**config.mk**
```make
export PLATFORM = sky130hd
export DESIGN_NAME = sccb_master
export DESIGN_NICKNAME = d
export VERILOG_FILES = /design/src/rtl/sccb_pkg.sv /design/src/rtl/sccb_tx_shifter.sv /design/src/rtl/sccb_master.sv
export SDC_FILE = /design/constraint.sdc
export NUM_CORES = 1
export LEC_CHECK = 0
export CAP_MARGIN = 20
export CORE_ASPECT_RATIO = 0.9
export CORE_MARGIN = 2
export CORE_UTILIZATION = 55
export CTS_CLUSTER_DIAMETER = 60
export CTS_CLUSTER_SIZE = 8
export DETAILED_ROUTE_END_ITERATION = 10
export PLACE_DENSITY = 0.82
export REMOVE_ABC_BUFFERS = 1
export SYNTH_ARGS = -nofsm -noshare
export SYNTH_HDL_FRONTEND = slang
export SYNTH_SLANG_ARGS = --single-unit
```
**constraint.sdc**
```tcl
create_clock -name clk -period 2.66 [get_ports clk]
set_input_delay 0.399 -clock clk [delete_from_list [all_inputs] [get_ports clk]]
set_output_delay 0.399 -clock clk [all_outputs]
set_load 0.01 [all_outputs]
```
**src/rtl/sccb_pkg.sv**
```systemverilog
// sccb_pkg: shared state encoding and framing constants for the SCCB write master.
package sccb_pkg;
  typedef enum logic [2:0] {IDLE, START, TX, DC, STOP, STOP_END} state_t;
  localparam int BITS_PER_PHASE = 9;
  localparam int DEF_NUM_PHASES = 3;
endpackage

```
**src/rtl/sccb_tx_shifter.sv**
```systemverilog
// sccb_tx_shifter: parallel-load MSB-first shifter with bit/byte position counters.
module sccb_tx_shifter
  import sccb_pkg::*;
#(
  parameter int NUM_PHASES = DEF_NUM_PHASES,
  localparam int W  = 8 * NUM_PHASES,
  localparam int BW = $clog2(NUM_PHASES + 1)
) (
  input  logic          clk,
  input  logic          resetn,
  input  logic          load,
  input  logic          shift,
  input  logic [W-1:0]  data,
  output logic          msb,
  output logic [3:0]    bit_cnt,
  output logic [BW-1:0] byte_cnt
);
  logic [W-1:0] sr;
  logic         wrap;
  assign msb  = sr[W-1];
  assign wrap = bit_cnt == 4'(BITS_PER_PHASE - 1);
  // a shift after the eighth bit starts the next byte, so bit_cnt wraps to 1, not 0
  always_ff @(posedge clk or negedge resetn) begin
    if (!resetn) begin
      sr       <= '0;
      bit_cnt  <= '0;
      byte_cnt <= '0;
    end else if (load) begin
      sr       <= data;
      bit_cnt  <= '0;
      byte_cnt <= '0;
    end else if (shift) begin
      sr       <= sr << 1;
      bit_cnt  <= wrap ? 4'd1 : bit_cnt + 4'd1;
      byte_cnt <= wrap ? byte_cnt + BW'(1) : byte_cnt;
    end
  end
endmodule

```
**src/rtl/sccb_master.sv**
```systemverilog
// sccb_master: SCCB 3-phase write master stepping on mid-low strobes of an external SCCB clock.
module sccb_master
  import sccb_pkg::*;
#(
  parameter int NUM_PHASES = DEF_NUM_PHASES
) (
  input  logic       clk,
  input  logic       resetn,
  input  logic       sccb_clk,
  input  logic       mid_pulse,
  input  logic       start,
  input  logic [7:0] dev_addr,
  input  logic [7:0] reg_addr,
  input  logic [7:0] wr_data,
  input  logic       sio_d_in,
  output logic       sio_c,
  output logic       sio_d_out,
  output logic       sio_d_oe,
  output logic       busy,
  output logic       done,
  output logic       nack
);
  localparam int W  = 8 * NUM_PHASES;
  localparam int BW = $clog2(NUM_PHASES + 1);
  state_t          state, state_nxt;
  logic            gate, gate_nxt, sio_d_nxt, oe_nxt, busy_nxt, done_nxt, nack_nxt;
  logic            load, shift, msb;
  logic [3:0]      bit_cnt;
  logic [BW-1:0]   byte_cnt;
  logic [W-1:0]    payload;
  assign payload = W'({dev_addr, reg_addr, wr_data, {W{1'b0}}} >> 24);
  sccb_tx_shifter #(.NUM_PHASES(NUM_PHASES)) u_shift (
    .clk(clk), .resetn(resetn), .load(load), .shift(shift), .data(payload),
    .msb(msb), .bit_cnt(bit_cnt), .byte_cnt(byte_cnt)
  );
  // START uses sio_d_out itself to tell its first strobe (line still high) from its second
  always_comb begin
    state_nxt = state;
    gate_nxt  = gate;
    sio_d_nxt = sio_d_out;
    oe_nxt    = sio_d_oe;
    busy_nxt  = busy;
    done_nxt  = 1'b0;
    nack_nxt  = nack;
    load      = 1'b0;
    shift     = 1'b0;
    case (state)
      IDLE: if (start) begin
        load      = 1'b1;
        nack_nxt  = 1'b0;
        busy_nxt  = 1'b1;
        state_nxt = START;
      end
      START: if (mid_pulse) begin
        if (sio_d_out) sio_d_nxt = 1'b0;
        else begin
          gate_nxt  = 1'b1;
          sio_d_nxt = msb;
          shift     = 1'b1;
          state_nxt = TX;
        end
      end
      TX: if (mid_pulse) begin
        if (bit_cnt == 4'(BITS_PER_PHASE - 1)) begin
          oe_nxt    = 1'b0;
          state_nxt = DC;
        end else begin
          sio_d_nxt = msb;
          shift     = 1'b1;
        end
      end
      DC: if (mid_pulse) begin
        oe_nxt   = 1'b1;
        nack_nxt = nack | sio_d_in;
        if (byte_cnt == BW'(NUM_PHASES - 1)) begin
          sio_d_nxt = 1'b0;
          state_nxt = STOP;
        end else begin
          sio_d_nxt = msb;
          shift     = 1'b1;
          state_nxt = TX;
        end
      end
      STOP: if (mid_pulse) begin
        gate_nxt  = 1'b0;
        state_nxt = STOP_END;
      end
      STOP_END: if (mid_pulse) begin
        sio_d_nxt = 1'b1;
        busy_nxt  = 1'b0;
        done_nxt  = 1'b1;
        state_nxt = IDLE;
      end
      default: state_nxt = IDLE;
    endcase
  end
  always_ff @(posedge clk or negedge resetn) begin
    if (!resetn) begin
      state     <= IDLE;
      gate      <= 1'b0;
      sio_c     <= 1'b1;
      sio_d_out <= 1'b1;
      sio_d_oe  <= 1'b1;
      busy      <= 1'b0;
      done      <= 1'b0;
      nack      <= 1'b0;
    end else begin
      state     <= state_nxt;
      gate      <= gate_nxt;
      sio_c     <= gate_nxt ? sccb_clk : 1'b1;
      sio_d_out <= sio_d_nxt;
      sio_d_oe  <= oe_nxt;
      busy      <= busy_nxt;
      done      <= done_nxt;
      nack      <= nack_nxt;
    end
  end
endmodule

```
; ---- After elaboration in Yosys (flattened, before gate mapping)
; Index checks and enable logic that the tools add are counted.
[word_totals]
regBits = 40
latchBits = 0
ramBits = 0
mem_bits_ro = 0
in_bits = 30
wordCells = 94
memories = 0
[classes]
n_addsub = 2
n_mul = 0
div = 0
n_lt_le_gt_ge = 0
eq_ne = 16
n_shift = 0
n_mux = 51
bitwise = 1
n_reduce_logical = 13
[op_table]
columns = operator, n
row1 = $mux W24, 2
row2 = $mux W1, 27
row3 = $mux W3, 9
row4 = $pmux W3 S6, 1
row5 = $ne A2 B2 Y1 const B, 8
row6 = $mux W4, 3
row7 = $reduce_bool A2 Y1, 5
row8 = $pmux W1 S2, 4
row9 = $reduce_and A8 Y1, 1
row10 = $eq A3 B2 Y1 const B, 2
row11 = $eq A3 B3 Y1 const B, 2
row12 = $mux W2, 3
row13 = $reduce_and A3 Y1, 2
row14 = $reduce_and A6 Y1, 1
row15 = $add A4 B1 Y4 const B, 1
row16 = $eq A4 B4 Y1 const B, 1
row17 = $pmux W1 S4, 1
row18 = $reduce_and A4 Y1, 1
row19 = $reduce_bool A4 Y1, 1
row20 = $eq A3 B1 Y1 const B, 1
row21 = $logic_not A3 Y1, 1
row22 = $pmux W1 S3, 1
row23 = $add A2 B1 Y2 const B, 1
row24 = $eq A2 B2 Y1 const B, 1
row25 = 3 further kinds, 3

; ---- Logic depth before layout (Yosys ltp)
; Gate-level depths: netlist (run 1).
[depth]
word_depth = 6
mapped_depth = 7
ltp_nobuf = 6

; ---- Cells and area by module
; A second synthesis (run 1) with hierarchy kept.
[unflattened]
cells_unflattened = 190
hier_area_um2 = 1969.4
[modules_own_cells]
columns = mod, instances, cells_each, area_each_um2
row1 = sccb_tx_shifter, 1, 135, 1441.4
row2 = sccb_master, 1, 55, 528.0

; ---- Least setup slack after synthesis (run 1)
; Ideal clock, no wire load.
[synth_path]
kind = reg-to-reg
start = register u_shift.bit_cnt[0]
end = register u_shift.sr[20]
setup_ps = 118
t_arrival_ps = 1526
setup_slack_ps = 1016
stages_incl_launch_ff = 8
synth_period_minus_slack_ps = 1644
path_cell_list = dfrtp_1 inv_1 ha_1 nand3b_1 a32o_2 buf_4 a22o_1 a21o_1
[synth_between]
elab_chain_len = 5
[synth_lines]
columns = item, line
row1 = start: declaration, sccb_tx_shifter.sv:15  ; output logic [3:0] bit_cnt,
row2 = start signal: assignment, sccb_tx_shifter.sv:34  ; bit_cnt <= wrap ? 4'd1 : bit_cnt + 4'd1;
row3 = $eq A4 B4 Y1, sccb_master.sv:64  ; if (bit_cnt == 4'(BITS_PER_PHASE - 1)) begin
row4 = $mux W1, sccb_master.sv:64
row5 = $mux W1, sccb_master.sv:63  ; TX: if (mid_pulse) begin
row6 = $pmux W1 S3, sccb_master.sv:47  ; case (state)
row7 = $reduce_bool A2 Y1 (no source line), --
row8 = end signal: assignment, sccb_tx_shifter.sv:29  ; sr <= data;
row9 = end signal: assignment, sccb_tx_shifter.sv:33  ; sr <= sr << 1;
row10 = end: declaration, sccb_tx_shifter.sv:18  ; logic [W-1:0] sr;
; No other way between the ends.
; A chain may end at the register's enable or synchronous reset.

; ---- Worst setup path in the final report (run 1)
[layout_path]
start = input mid_pulse
end = register u_shift.sr[15]
[layout_between]
elab_chain_len = 3
elab_cells_between_ends = 5
cone_classes = mux: 4 / reduce/logical: 1
[layout_lines]
columns = item, line
row1 = start: declaration, sccb_master.sv:10  ; input logic mid_pulse,
row2 = "$mux W1, on equally long branches", "sccb_master.sv:72, sccb_master.sv:54, sccb_master.sv:63"
row3 = $pmux W1 S3 *, sccb_master.sv:47
row4 = $reduce_bool A2 Y1 (no source line) *, --
; Mark *: on every way between the ends. The rest lies on a longest branch, timed or not.

==> results of run 1 <==
-- metal layers --
metal | track usage [%] | part of all wire (%)
met5 | 0 | 0
met4 | 7.580 | 0.39
met3 | 4.638 | 5.4
met2 | 37.86 | 51
met1 | 28.83 | 43
-- worst paths after layout --
check / cells past startpoint / slack (ns) / startpoint / to
setup / recovery: 6 / 0.66 / mid_pulse / u_shift.sr[15]
hold / removal: 1 / 0.23 / resetn / state[2]
setup reg to reg: 5 / 0.67 / state[1] / u_shift.sr[10]
hold reg to reg: 1 / 0.48 / u_shift.sr[4] / u_shift.sr[4]
max in group asynchronous: 1 / 1.88 / resetn / u_shift.sr[23]
min in group clk: 1 / 0.48 / u_shift.sr[4] / u_shift.sr[4]
-- cell usage after synthesis, drive strengths merged (2+ instances only) --
master	n	area (µm²)
dfrtp	37	925.9
a21o	20	150.1
a22o	18	157.7
nand2	15	56.30
a21oi	14	70.07
nor2	10	45.04
buf	9	52.55
o21ai	8	40.04
inv	7	26.28
a32o	3	31.28
clkbuf	3	11.26
dfstp	3	78.83
ha	3	37.54
nand3	3	15.01
nor3	3	15.01
o22ai	3	18.77
and3	2	12.51
mux2i	2	20.02
nand2b	2	12.51
nand3b	2	15.01
nand4	2	12.51
or4	2	15.01
-- per-stage QoR --
stage                     hold WS (ns)  util (%)  setup slack [ns]  total power, mW
after floorplan                 0.1034         -            0.7951            1.571
after global placement          0.4581     67.96            0.4209            1.813
after detailed placement        0.4653     67.96            0.3629            1.880
after CTS                       0.2560     70.33            0.6581            2.255
after global routing            0.2899     70.33            0.5322            2.405
final                           0.2296     70.33            0.6569            2.236
-- where the power goes --
| group | switching [mW] | leakage [nW] | internal [mW] |
|---|---|---|---|
| clock network | 0.181 | 0.0395 | 0.186 |
| logic | 0.430 | 0.619 | 0.426 |
| registers | 0.180 | 0.503 | 0.833 |
-- flip-flops by register name (all words and copies together), names as in the netlist, 2 cells and up --
name,cells
state,3
u_shift.bit_cnt,4
u_shift.byte_cnt,2
u_shift.sr,24
-- cells by family after synthesis --
logic type	count (synthesis)	synth area share, %
compound gates	75	27.80
simple gates	47	12.93
flops	40	51.67
buf+inv	19	4.633
fa+ha+maj	3	1.931
mux	2	1.030
-- layout make-up --
| class | instances | area [µm²] | area share (%) |
|---|---|---|---|
| Clock buffer | 8 | 80.08 | 3.370 |
| Tap cell | 44 | 55.05 | 2.317 |
| Multi-Input combinational cell | 127 | 849.6 | 35.76 |
| Timing Repair Buffer | 37 | 360.3 | 15.17 |
| Sequential cell | 40 | 1005 | 42.29 |
| Inverter | 7 | 26.28 | 1.106 |
-- worst max-delay path: stages --
cell,delay [ns]
clkdlybuf4s50_1,0.53
and2b_4,0.24
a32o_2,0.35
buf_4,0.23
a22o_1,0.25
a21o_1,0.16
==> impl_metrics.json, run 1 <==
{
  "cts_made_buffers": 5,
  "cts_setup_buffers": 0,
  "core_area_um2": 3378,
  "drv_cap": 0,
  "tns_ns": 0,
  "die_h_um": 60.41,
  "io_pins": 36,
  "fin_area_um2": 2376,
  "worstSetupPathType": "in -> reg",
  "slew_viol_final": 0,
  "critPathCaptureType": "flip-flop",
  "seq_area_frac_synth_pct": 51.67,
  "die-area_um2": 4028,
  "rows": 20,
  "rsz0062_at_grt": "false",
  "ir_drop_mv": 0.4981,
  "netlist_instances": 186,
  "root_buffer": "clkbuf_8",
  "grt_overflow": 0,
  "synth_area_um2": 1944,
  "vias": 1570,
  "post_drt_wl_per_cell_um": 15.42,
  "nNetsFinal": 251,
  "placed_cells_incl_taps": 255,
  "ys_ff_latch": 40,
  "slew_headroom_pct": 42.41,
  "grtUsageTotal_pct": 22.26,
  "cts_hold_buf": 0,
  "io_buffers": 35,
  "hold_violations": 0,
  "vias_per_cell": 5.970,
  "grt_pass1_wl_um": 6679,
  "grt_start_max_net_pins": 41,
  "cp_data_required_time_ns": 2.83,
  "fillers": 271,
  "gp_congestion": 0.8222,
  "cts_tree": "yes",
  "cts.repair.resized": 0,
  "cts_num_sinks": 40,
  "path_max_fanout": 22,
  "area_growth_pct": 22.20,
  "final_common_cell": "dfrtp_1",
  "outcome": "complete, no violations",
  "power.leakage_nw": 1.161,
  "antenna-diode-count": 0,
  "finalSetupViolations": 0,
  "synth_warnings": 0,
  "clk_path_buf_depth": 2,
  "antenna_found_initial": 0,
  "stdcell_count": 263,
  "drcViolationCount": 0,
  "synth-main-ff-cell": "dfrtp_1",
  "start_util_pct": 57.56,
  "wl_um": 4056,
  "clk_pin_slew_ns": 0.07,
  "fin_crit_sh_pct": 75.30,
  "hpwl_um": 2882,
  "clk_latency_ns": 0.28,
  "final_cell_mix": "dfrtp_1, clkdlybuf4s50_1, a21o_1",
  "period_minus_slack_ns": 2.003,
  "syn_area_per_cell_um2": 10.45,
  "dr.pass1.iters": 6,
  "power_density_nw_per_um2": 940.9,
  "timing.fmax_mhz": 499.2,
  "cp.arrival_ns": 2.17,
  "synthArstFlopShare_pct": 100.0,
  "grt_pass1_vias": 1472,
  "fp.dieW_um": 66.68,
  "tightest_slew_ns": 0.8639,
  "synth_enable_flop_cells": 0,
  "start_kind": "input port",
  "drtIter0Drc": 86,
  "min_path_type": "in -> async",
  "ant_nets": 0,
  "cts_htree_levels": 2,
  "synth.distinct_cells": 40,
  "drive_gt1_share_pct": 6.393,
  "placed_cell_area_um2": 2296,
  "fin_skew_ns": 0.003003
}
Note: power is estimated with default switching activity, not from simulation.
==> inputs of run 2 (changes only) <==
--- a/config.mk
+++ b/config.mk
@@ -8,11 +8,11 @@
 export CAP_MARGIN = 20
 export CORE_ASPECT_RATIO = 0.9
 export CORE_MARGIN = 2
-export CORE_UTILIZATION = 55
+export CORE_UTILIZATION = 51
 export CTS_CLUSTER_DIAMETER = 60
 export CTS_CLUSTER_SIZE = 8
 export DETAILED_ROUTE_END_ITERATION = 10
-export PLACE_DENSITY = 0.82
+export PLACE_DENSITY = 0.77
 export REMOVE_ABC_BUFFERS = 1
 export SYNTH_ARGS = -nofsm -noshare
 export SYNTH_HDL_FRONTEND = slang
==> constraint.sdc (replaced) <==
create_clock -name clk -period 2.1 [get_ports clk]
set_input_delay 0.315 -clock clk [delete_from_list [all_inputs] [get_ports clk]]
set_output_delay 0.315 -clock clk [all_outputs]
set_load 0.01 [all_outputs]
==> run 2 against run 1 <==
Non-clock buffer count rose by 8. Critical path type is now reg -> reg. Highest routed layer unchanged. Sequential power rose by 24%. Largest cell class unchanged. Flip-flop and latch count did not move.
==> impl_metrics.json, run 2 (synthesis results as in run 1) <==
{
  "tightest_slew_ns": 0.8646,
  "rr_worst_depth": 7,
  "antenna-diode-count": 0,
  "timing.rr.start": "u_shift.byte_cnt[0]",
  "cts_made_buffers": 5,
  "hpwl_um": 2966,
  "dr.pass1.iters": 4,
  "start_util_pct": 52.86,
  "drive_gt1_share_pct": 10.13,
  "ant_nets": 0,
  "tns_ns": 0,
  "drtIter0Drc": 117,
  "root_buffer": "clkbuf_8",
  "placed_cells_incl_taps": 265,
  "cts_hold_buf": 0,
  "finalSetupViolations": 0,
  "crit_slowest_cell": "dfrtp_1",
  "final_cell_mix": "dfrtp_1, clkdlybuf4s50_1, a21o_1",
  "cts_tree": "yes",
  "post_drt_wl_per_cell_um": 15.63,
  "cts_num_sinks": 40,
  "slew_viol_final": 0,
  "hold_slack_ns": 0.1382,
  "grt_pass1_vias": 1647,
  "grt_overflow": 0,
  "io_buffers": 35,
  "vias": 1614,
  "regMostFlops": "u_shift.sr",
  "die_h_um": 62.58,
  "wl_um": 4268,
  "fin_skew_ns": 0.005420,
  "critPathCaptureType": "flip-flop",
  "power.leakage_nw": 1.210,
  "stdcell_count": 273,
  "placed_cell_area_um2": 2384,
  "power_density_nw_per_um2": 1215,
  "cp.arrival_ns": 2.03,
  "drcViolationCount": 0,
  "vias_per_cell": 5.912,
  "drv_cap": 0,
  "core_area_um2": 3679,
  "hold_violations": 0,
  "timing.fmax_mhz": 539.1,
  "rows": 21,
  "clk_path_buf_depth": 2,
  "ir_drop_mv": 0.5933,
  "grtUsageTotal_pct": 21.22,
  "rsz0062_at_grt": "false",
  "antenna_found_initial": 0,
  "io_pins": 36,
  "cts.repair.resized": 0,
  "grt_start_max_net_pins": 41,
  "clk_latency_ns": 0.29,
  "reg2reg_slack_ns": 0.24,
  "start_kind": "flip-flop",
  "outcome": "complete, no violations",
  "nNetsFinal": 259,
  "largest_reg_flops": 24,
  "fin_area_um2": 2465,
  "clk_pin_slew_ns": 0.07,
  "fin_crit_sh_pct": 88.34,
  "worstSetupPathType": "reg -> reg",
  "cts_setup_buffers": 0,
  "die-area_um2": 4323,
  "cp_data_required_time_ns": 2.28,
  "grt_pass1_wl_um": 7417,
  "path_cells": "inv_1, ha_1, mux2i_1, a32o_2, buf_12, a22o_1, a21o_1",
  "fp.dieW_um": 69.09,
  "path_max_fanout": 10,
  "p_total_mw": 2.994,
  "min_path_type": "in -> async",
  "cts_htree_levels": 2,
  "gp_congestion": 0.8014,
  "slowest_delay_ns": 0.40,
  "area_growth_pct": 26.77,
  "final_common_cell": "dfrtp_1",
  "fillers": 297,
  "timing.rr.end": "u_shift.sr[19]",
  "period_minus_slack_ns": 1.855,
  "slew_headroom_pct": 42.36,
  "reg.largest.list": "u_shift.sr x24, u_shift.bit_cnt x4, state x3"
}
[run 2: cell types whose count changed in the layout (fill, tap and decap cells not counted), sizes merged]
cell	previous run	this run
buf	3	11
clkbuf	8	7
clkinv	0	1
[run 2: through the flow]
step | setup WS (ns) | utilization, %
2_1_floorplan | 0.2351 | -
3_3_place_gp | 0.1417 | 64.80
3_5_place_dp | 0.09116 | 64.80
4_1_cts | 0.2439 | 67.01
5_1_grt | 0.1787 | 67.01
6_report | 0.2449 | 67.01
[run 2: layout make-up]
| cell class | instances | area, µm² | area share (%) |
|---|---|---|---|
| Sequential cell | 40 | 1005 | 40.76 |
| Multi-Input combinational cell | 127 | 849.6 | 34.47 |
| Timing Repair Buffer | 45 | 445.4 | 18.07 |
| Clock buffer | 7 | 76.32 | 3.096 |
| Tap cell | 46 | 57.56 | 2.335 |
| Inverter | 7 | 26.28 | 1.066 |
| Clock inverter | 1 | 5.005 | 0.2030 |
[run 2: metal layers]
layer  part of all wire [%]  wire (µm)  vias to the layer above  global-route usage [%]
met5                      0          0                        -                       0
met3                    5.5        234                       14                   5.484
met1                     44       1895                      778                   27.19
met2                     47       2022                       53                   33.65
met4                    2.7        114                        0                   10.29
li1                       -          -                      769                       -
[run 2: worst max path at each step]
stage / slack (ns) / depth (start not counted) / to / start
2_1_floorplan: 0.24 / 4 / u_shift.sr[12] / state[1]
3_3_place_gp: 0.14 / 6 / u_shift.sr[2] / mid_pulse
3_5_place_dp: 0.09 / 6 / u_shift.sr[19] / mid_pulse
4_1_cts: 0.24 / 7 / u_shift.sr[19] / u_shift.byte_cnt[0]
5_1_grt: 0.18 / 6 / u_shift.sr[19] / u_shift.bit_cnt[0]
6_report: 0.24 / 7 / u_shift.sr[19] / u_shift.byte_cnt[0]
[run 2: critical path: cells and delay by family (launching register included)]
kind | cells | cell delay, ns
compound gates | 3 | 0.78
flops | 1 | 0.40
buf+inv | 2 | 0.24
fa+ha+maj | 1 | 0.21
mux | 1 | 0.11
[run 2: power by group]
group	switching, mW	total (mW)	internal (mW)
logic	0.616	1.26	0.643
registers	0.197	1.25	1.06
clock network	0.250	0.482	0.233
total	1.06	2.99	1.93
==> inputs of run 3 (changes only) <==
==> constraint.sdc (replaced) <==
create_clock -name clk -period 2.05 [get_ports clk]
set_input_delay 0.3075 -clock clk [delete_from_list [all_inputs] [get_ports clk]]
set_output_delay 0.3075 -clock clk [all_outputs]
set_load 0.01 [all_outputs]
==> run 3 against run 2 <==
Combinational power rose by 7%. Cell area grew 3.0%. Via count is 2.7% higher. Clock power grew 14%. Sequential power hardly changed. Sequential share of layout area down 1.2 points. Non-clock buffer count rose by 6. Wire length down 0.82%. Global-route usage decreased by 0.54 points. Core utilization grew 2.0 points. Register-to-register slack got worse by 0.03 ns. Critical path type unchanged. Critical endpoint is now u_shift.sr[14]. Largest cell class unchanged. Largest power group unchanged.
==> impl_metrics.json, run 3 (synthesis results as in run 1) <==
{
  "outcome": "complete, no violations",
  "fin_crit_sh_pct": 89.56,
  "busiest_layer": "met2",
  "p_clk_share_pct": 17.3,
  "root_buffer": "clkbuf_8",
  "final_cell_mix": "dfrtp_1, clkdlybuf4s50_1, a21o_1",
  "crit_slowest_cell": "dfrtp_1",
  "nNetsFinal": 265,
  "regMostFlops": "u_shift.sr",
  "use_met1_pct": 27.84,
  "start_util_pct": 52.86,
  "hpwl_um": 2968,
  "tns_ns": 0,
  "io_buffers": 35,
  "area_growth_pct": 30.63,
  "io_pins": 36,
  "start_kind": "flip-flop",
  "min_path_type": "reg -> reg",
  "power.leakage_nw": 1.252,
  "worstSetupPathType": "reg -> reg",
  "timing.rr.start": "u_shift.byte_cnt[0]",
  "vias_per_cell": 5.960,
  "grt_pass1_vias": 1617,
  "final_common_cell": "dfrtp_1",
  "grt_pass1_wl_um": 7258,
  "wl_um": 4233,
  "grt_use_met2_pct": 32.57,
  "hold_violations": 0,
  "p_total_mw": 3.173,
  "grt_overflow": 0,
  "met3_usage_pct": 5.323,
  "rr_worst_depth": 7,
  "slew_viol_final": 0,
  "placed_cells_incl_taps": 270,
  "drtIter0Drc": 73,
  "path_max_fanout": 11,
  "tightest_slew_ns": 0.4498,
  "cp_data_required_time_ns": 2.23,
  "grt_start_max_net_pins": 21,
  "cts_made_buffers": 5,
  "clk_latency_ns": 0.28,
  "gp_congestion": 0.8582,
  "ant_nets": 0,
  "antenna-diode-count": 0,
  "cts_num_sinks": 40,
  "post_drt_wl_per_cell_um": 15.23,
  "largest_reg_flops": 24,
  "internal-power_mw": 2.098,
  "setup.worst_path.start": "u_shift.byte_cnt[0]",
  "cp.arrival_ns": 2.01,
  "path_cells": "inv_1, ha_1, mux2i_1, a32o_2, buf_12, a22o_1, a21o_1",
  "drv_cap": 0,
  "antenna_found_initial": 0,
  "finalSetupViolations": 0,
  "fp.dieW_um": 69.09,
  "cts_tree": "yes",
  "min_from": "u_shift.sr[5]",
  "critPathCaptureType": "flip-flop",
  "fin_skew_ns": 0.004988,
  "period_minus_slack_ns": 1.836,
  "stdcell_count": 278,
  "clk_path_buf_depth": 2,
  "p_switching_mw": 1.075,
  "slowest_delay_ns": 0.40,
  "cts.repair.resized": 0,
  "rows": 21,
  "power_density_nw_per_um2": 1249,
  "drcViolationCount": 0,
  "core_area_um2": 3679,
  "combPwrFrac_pct": 42.5,
  "timing.fmax_mhz": 544.7,
  "clk_pin_slew_ns": 0.07,
  "die_h_um": 62.58,
  "fillers": 275,
  "reg.largest.list": "u_shift.sr x24, u_shift.bit_cnt x4, state x3",
  "rsz0062_at_grt": "false",
  "cts_htree_levels": 2,
  "holdPathStages": 1,
  "slew_headroom_pct": 70.02,
  "vias": 1657,
  "die-area_um2": 4323,
  "cts_hold_buf": 1,
  "cts_setup_buffers": 0,
  "seq_power_share_pct": 40.2,
  "grtUsageTotal_pct": 20.68,
  "dr.pass1.iters": 4,
  "drive_gt1_share_pct": 12.50,
  "switching_share_pct": 33.86,
  "ir_drop_mv": 0.7887
}
-- run 3: worst paths after layout --
check	endpoint	slack [ns]
setup reg to reg	u_shift.sr[14]	0.21
min in group asynchronous	u_shift.bit_cnt[3]	0.50
max in group asynchronous	sio_c	0.92
setup / recovery	u_shift.sr[14]	0.21
hold / removal	u_shift.sr[5]	0.48
hold reg to reg	u_shift.sr[5]	0.48
-- run 3: layout make-up --
class / count / area (µm²) / share of cell area [%]
clock buffers: 7 / 96.34 / 3.793
inverters: 7 / 26.28 / 1.034
multi-input cells: 127 / 849.6 / 33.45
flip-flops and latches: 40 / 1005 / 39.56
well taps: 46 / 57.56 / 2.266
repair buffers: 51 / 505.5 / 19.90
-- run 3: metal layers --
layer | wire length (µm) | up-vias | part of all wire (%)
met5 | 0 | - | 0
met4 | 67 | 0 | 1.6
met3 | 176 | 8 | 4.2
met2 | 2027 | 49 | 48
met1 | 1961 | 824 | 46
li1 | - | 776 | -
-- run 3: power by group through the flow --
stage / Sequential, mW / Clock (mW) / Combinational [mW]
finish: 1.28 / 0.548 / 1.35
global route: 1.31 / 0.601 / 1.50
CTS: 1.27 / 0.561 / 1.36
detailed placement: 1.28 / 0 / 1.34
global placement: 1.27 / 0 / 1.29
floorplan: 1.27 / 0 / 0.764
-- run 3: stage by stage --
| stage | util, % | hold WS (ns) | instance area (µm²) | setup slack, ns |
|---|---|---|---|---|
| after detailed placement | 66.16 | 0.2755 | 2434 | 0.05552 |
| after CTS | 69.05 | 0.4849 | 2540 | 0.2195 |
| final | 69.05 | 0.4812 | 2540 | 0.2141 |
| after global routing | 69.05 | 0.4991 | 2540 | 0.07536 |
| after global placement | 66.16 | 0.2718 | 2434 | 0.1235 |
| after floorplan | - | 0.01191 | 1881 | 0.1851 |
-- run 3: critical path, delay by kind of cell, from the launching register on --
family	cells	cell delay, ns
flops	1	0.40
compound gates	3	0.75
mux	1	0.12
fa+ha+maj	1	0.23
buf+inv	2	0.23
